$ cat src/rtl/stream_serializer.sv
`default_nettype none
// ============================================================================
//  Module   : stream_serializer
//  Purpose  : Width-down converter. Accepts wide words of up to RATIO beats on
//             a valid/ready input stream and emits them one WIDTH-bit beat at a
//             time on a valid/ready output stream. The final beat of each word
//             is flagged with out_last. The next word is accepted on the edge
//             the current word's last beat is consumed, so words stream
//             back-to-back without bubbles.
//  Ports    : clk, rst                  - clock, synchronous active-high reset
//             in_data/in_len            - input word and (beat count - 1)
//             in_valid/in_ready         - input handshake
//             out_data/out_last         - current beat and end-of-word flag
//             out_valid/out_ready       - output handshake
//  Options  : STREAM_SERIALIZER_MSB_FIRST_EN - when defined, beats are taken
//             from the most significant slice downward instead of LSB first.
//  Revision : 1.0 - initial release
// ============================================================================
module stream_serializer #(
    parameter int WIDTH = 8,
    parameter int RATIO = 4
) (
    input  logic                       clk,
    input  logic                       rst,
    input  logic [WIDTH*RATIO-1:0]     in_data,
    input  logic [$clog2(RATIO)-1:0]   in_len,
    input  logic                       in_valid,
    output logic                       in_ready,
    output logic [WIDTH-1:0]           out_data,
    output logic                       out_last,
    output logic                       out_valid,
    input  logic                       out_ready
);

    localparam int               LW      = $clog2(RATIO);
    localparam logic [LW-1:0]    MAX_IDX = LW'(RATIO - 1);

    typedef enum logic [0:0] {
        IDLE = 1'b0,
        BUSY = 1'b1
    } state_t;

    state_t                   state_q, state_d;
    logic [WIDTH*RATIO-1:0]   word_q,  word_d;
    logic [LW-1:0]            idx_q,   idx_d;
    logic [LW-1:0]            lim_q,   lim_d;

    logic                     in_xfer_w;
    logic                     out_xfer_w;
    logic [LW-1:0]            len_clamp_w;
    logic [LW-1:0]            sel_w;

    // Outputs come only from registered state; no path from in_* to out_*.
    assign out_valid  = (state_q == BUSY);
    assign out_last   = out_valid && (idx_q == lim_q);
    assign out_xfer_w = out_valid && out_ready;

    // Ready when empty, or when the last beat leaves on this very edge.
    assign in_ready   = !rst && ((state_q == IDLE) || (out_xfer_w && out_last));
    assign in_xfer_w  = in_valid && in_ready;

    // Compare in 32-bit arithmetic so the clamp stays meaningful (and lint
    // clean) whether or not RATIO is a power of two.
    assign len_clamp_w = (int'(in_len) > RATIO - 1) ? MAX_IDX : in_len;

`ifdef STREAM_SERIALIZER_MSB_FIRST_EN
    assign sel_w = MAX_IDX - idx_q;
`else
    assign sel_w = idx_q;
`endif

    assign out_data = word_q[int'(sel_w)*WIDTH +: WIDTH];

    always_comb begin
        state_d = state_q;
        word_d  = word_q;
        idx_d   = idx_q;
        lim_d   = lim_q;
        case (state_q)
            IDLE: begin
                if (in_xfer_w) begin
                    state_d = BUSY;
                    word_d  = in_data;
                    idx_d   = '0;
                    lim_d   = len_clamp_w;
                end
            end
            BUSY: begin
                if (out_xfer_w) begin
                    if (!out_last) begin
                        idx_d = idx_q + LW'(1);
                    end else if (in_xfer_w) begin
                        word_d = in_data;
                        idx_d  = '0;
                        lim_d  = len_clamp_w;
                    end else begin
                        state_d = IDLE;
                    end
                end
            end
            default: state_d = IDLE;
        endcase
    end

    always_ff @(posedge clk) begin
        if (rst) begin
            state_q <= IDLE;
            word_q  <= '0;
            idx_q   <= '0;
            lim_q   <= '0;
        end else begin
            state_q <= state_d;
            word_q  <= word_d;
            idx_q   <= idx_d;
            lim_q   <= lim_d;
        end
    end

endmodule
`default_nettype wire

$ cat config.mk
export PLATFORM = sky130hd
export DESIGN_NAME = stream_serializer
export DESIGN_NICKNAME = d
export VERILOG_FILES = /design/src/rtl/stream_serializer.sv
export SDC_FILE = /design/constraint.sdc
export NUM_CORES = 1
export LEC_CHECK = 0
export ABC_AREA = 1
export CAP_MARGIN = 20
export CORE_UTILIZATION = 41
export CTS_CLUSTER_SIZE = 30
export DETAILED_ROUTE_END_ITERATION = 8
export MAX_ROUTING_LAYER = met4
export PLACE_DENSITY = 0.73
export SYNTH_ARGS = -nofsm -noshare
export SYNTH_HDL_FRONTEND = slang
export SYNTH_SLANG_ARGS = --single-unit
export TNS_END_PERCENT = 5
$ cat constraint.sdc
create_clock -name clk -period 1.4 [get_ports clk]
set_clock_uncertainty 0.1 [all_clocks]
set_input_delay 0.21 -clock clk [delete_from_list [all_inputs] [get_ports clk]]
set_output_delay 0.21 -clock clk [all_outputs]
set_load 0.02 [all_outputs]
==> impl_metrics.ini <==
[run_status]
status = finished with violations
violations = negative setup slack

[worst_setup_path]
worst_r2r_path_depth = 10
path_class = flop to primary output
r2r_start = idx_q[0]$_SDFFE_PP0N_
rrSetupSlack_ns = -0.11
endpoint_kind = primary output
crit_path_max_fanout = 10
setup.worst_path.end = out_data[1]
cp_data_arrival_time_ns = 1.28
cp-start-kind = flop
required_ns = 1.09
worstReg2RegEnd = word_q[10]$_SDFFE_PP0P_
cp-startpoint = idx_q[0]$_SDFFE_PP0N_

[yosys]
mappedNetlistArea_sq_mm = 0.00160
synth_warnings = 0
ys_async_sr_fraction_pct = 0
syn-num-nets = 259
synth_ff_type = dfxtp_1
synth_top_area_cell = dfxtp_1
avgSynthCellArea_sq_um = 7.22
synth_edf_count = 0
synth_common_cells = nand2_1 (75), dfxtp_1 (37), nand3_1 (34), o21ai_0 (20), nor2_1 (19)
synth_area_leaders = dfxtp_1 (46%), nand2_1 (18%), nand3_1 (11%), o21ai_0 (6.3%), nor2_1 (4.5%)
synth-seq-cells = 37
synthDistinctLibCells = 19
synth_seq_area_share_pct = 46.4
yosysMostFrequentCell = nand2_1
synth_cells = 221
yosysTopAreaCellShare_pct = 46.4

[cts]
cts_tree = done
clk_latency_ns = 0.29
clockBufferDepth = 2
cts_hold_buf = 0
clk_pin_slew_ns = 0.08
cts_buffers = 5
clkSinkCount = 37
cts_root_buf = clkbuf_8
htree_levels = 2

[timing]
hold_slack_ns = 0.340
worst_slack_ns = -0.191
tns_ns = -4.97
hold_viol = 0
setup_viol = 46
slew_viol_final = 0
timing.fmax_mhz = 628
fin_crit_ns = 1.59
post-route-period-util_pct = 114
rsz0062_at_grt = true
tightest_slew_ns = 0.230
maxSlewHeadroom_pct = 84.6

[route]
vias_per_cell = 4.98
dr.pass1.iters = 4
vias = 1682
ant_nets = 0
wl_per_cell_um = 12.2
drt-initial-drc-count = 61
drcViolationCount = 0
drt-total-wl_um = 4120

[pwr]
ir_drop_uv = 770
p_per_area_mw_per_mm2 = 1070
p_leak_nw = 1.16

[job]
max_cap_viol_count = 0

[floorplan]
die_x_um = 64.4
start_util_pct = 43.3
core_region_area_sq_mm = 0.00369
dieArea_sq_mm = 0.00415
rows = 22
num_io_pins = 49
die_h_um = 64.4

[placement]
port_buffers = 48
dpl.cell_count = 329
place_congestion = 0.875
pre_cts_ws_ns = -0.506
dp_hpwl_um = 2980

[cells_and_area]
post-route-util_pct = 67.7
nFillCells = 326
final_cells = 338
antenna_cells = 0
nets = 327
syn_to_final_growth_pct = 56.4
layout-drive-gt1-share_pct = 26.2

[grt]
antenna_found_initial = 0
grt_max_degree = 23
grt-ovfl-total = 0
grt_pass1_wl_um = 6640
grt.total_usage_pct = 22.0
grt_pass1_vias = 1470

[worst_hold_path]
hold_class = input port to flop
[critical path, stage by stage, from the launching register on]
cell and delay, ns:
dfxtp_4 0.38, clkinv_4 0.08, buf_12 0.15, o21ai_2 0.13, o22ai_2 0.09, buf_6 0.14
[metal layers]
| layer | wire [um] | part of all wire [%] | track usage [%] | vias to the layer above |
|---|---|---|---|---|
| li1 | - | - | - | 865 |
| met1 | 1850 | 45 | 26.3 | 762 |
| met2 | 1970 | 48 | 34.3 | 42 |
| met3 | 158 | 3.8 | 4.64 | 13 |
| met4 | 136 | 3.3 | 11.7 | 0 |
| met5 | 0 | 0 | - | - |
[worst min path at each step]
stage	depth (start not counted)	end	slack, ns	start
2_1_floorplan	1	idx_q[1]$_SDFFE_PP0N_	0.18	rst
3_3_place_gp	2	word_q[13]$_SDFFE_PP0P_	0.35	word_q[13]$_SDFFE_PP0P_
3_5_place_dp	2	word_q[9]$_SDFFE_PP0P_	0.35	word_q[9]$_SDFFE_PP0P_
4_1_cts	3	word_q[9]$_SDFFE_PP0P_	0.33	in_data[9]
5_1_grt	3	word_q[16]$_SDFFE_PP0P_	0.36	in_data[16]
6_report	3	word_q[9]$_SDFFE_PP0P_	0.34	in_data[9]
[registers in the layout (all words and copies together) (netlist names)]
name	cells
lim_q	2
idx_q	2
out_valid	1
word_q	32
[through the flow]
step	instance area (sq um)	power (mW)
3_3_place_gp	2320	1.87
4_1_cts	2400	2.64
2_1_floorplan	1610	1.53
6_report	2500	2.67
5_1_grt	2500	2.79
3_5_place_dp	2320	1.88
[cell families (layout without fill, tap and decap cells)]
| kind of cell | Yosys count | count (layout) | share of synthesized area (%) |
|---|---|---|---|
| and+or+nand+nor | 130 | 130 | 34.5 |
| DFF | 37 | 37 | 46.4 |
| AOI/OAI and AO/OA | 31 | 31 | 10.5 |
| buffers and inverters | 21 | 90 | 7.52 |
| xor gates and xnor gates | 2 | 2 | 1.10 |
[placed cells by master, fill, tap and decap left out, types with 4 or more instances in the layout]
master	instances
clkdlybuf4s50_1	37
nand3_1	34
o21ai_2	7
nor2_1	13
clkbuf_8	5
nand2_2	4
o22ai_1	5
nor2_2	5
dfxtp_1	33
nand2_1	71
buf_6	7
buf_12	5
o21ai_0	10
buf_4	22
[report_power, final]
group | total, mW | internal, mW | switching, mW | leakage (nW)
sequential | 1.22 | 1.15 | 0.0680 | 0.307
clock | 0.758 | 0.353 | 0.405 | 0.0481
combinational | 0.694 | 0.363 | 0.331 | 0.801
total | 2.67 | 1.86 | 0.804 | 1.16
[cell type report]
class	count	area [sq um]	share of cell area, %
clock inverters	3	22.5	0.902
repair buffers	74	734	29.4
inverters	8	37.5	1.50
clock buffers	5	68.8	2.76
multi-input cells	163	823	33.0
flip-flops and latches	37	751	30.1
well taps	48	60.1	2.40
[timing repair]
action                                  4_1_cts  5_1_grt
setup buffers                                 0        1
resized for setup                            67       29
endpoints found under the setup margin       47       47
pin swaps                                     5        6
Note: power is estimated with default switching activity, not from simulation.
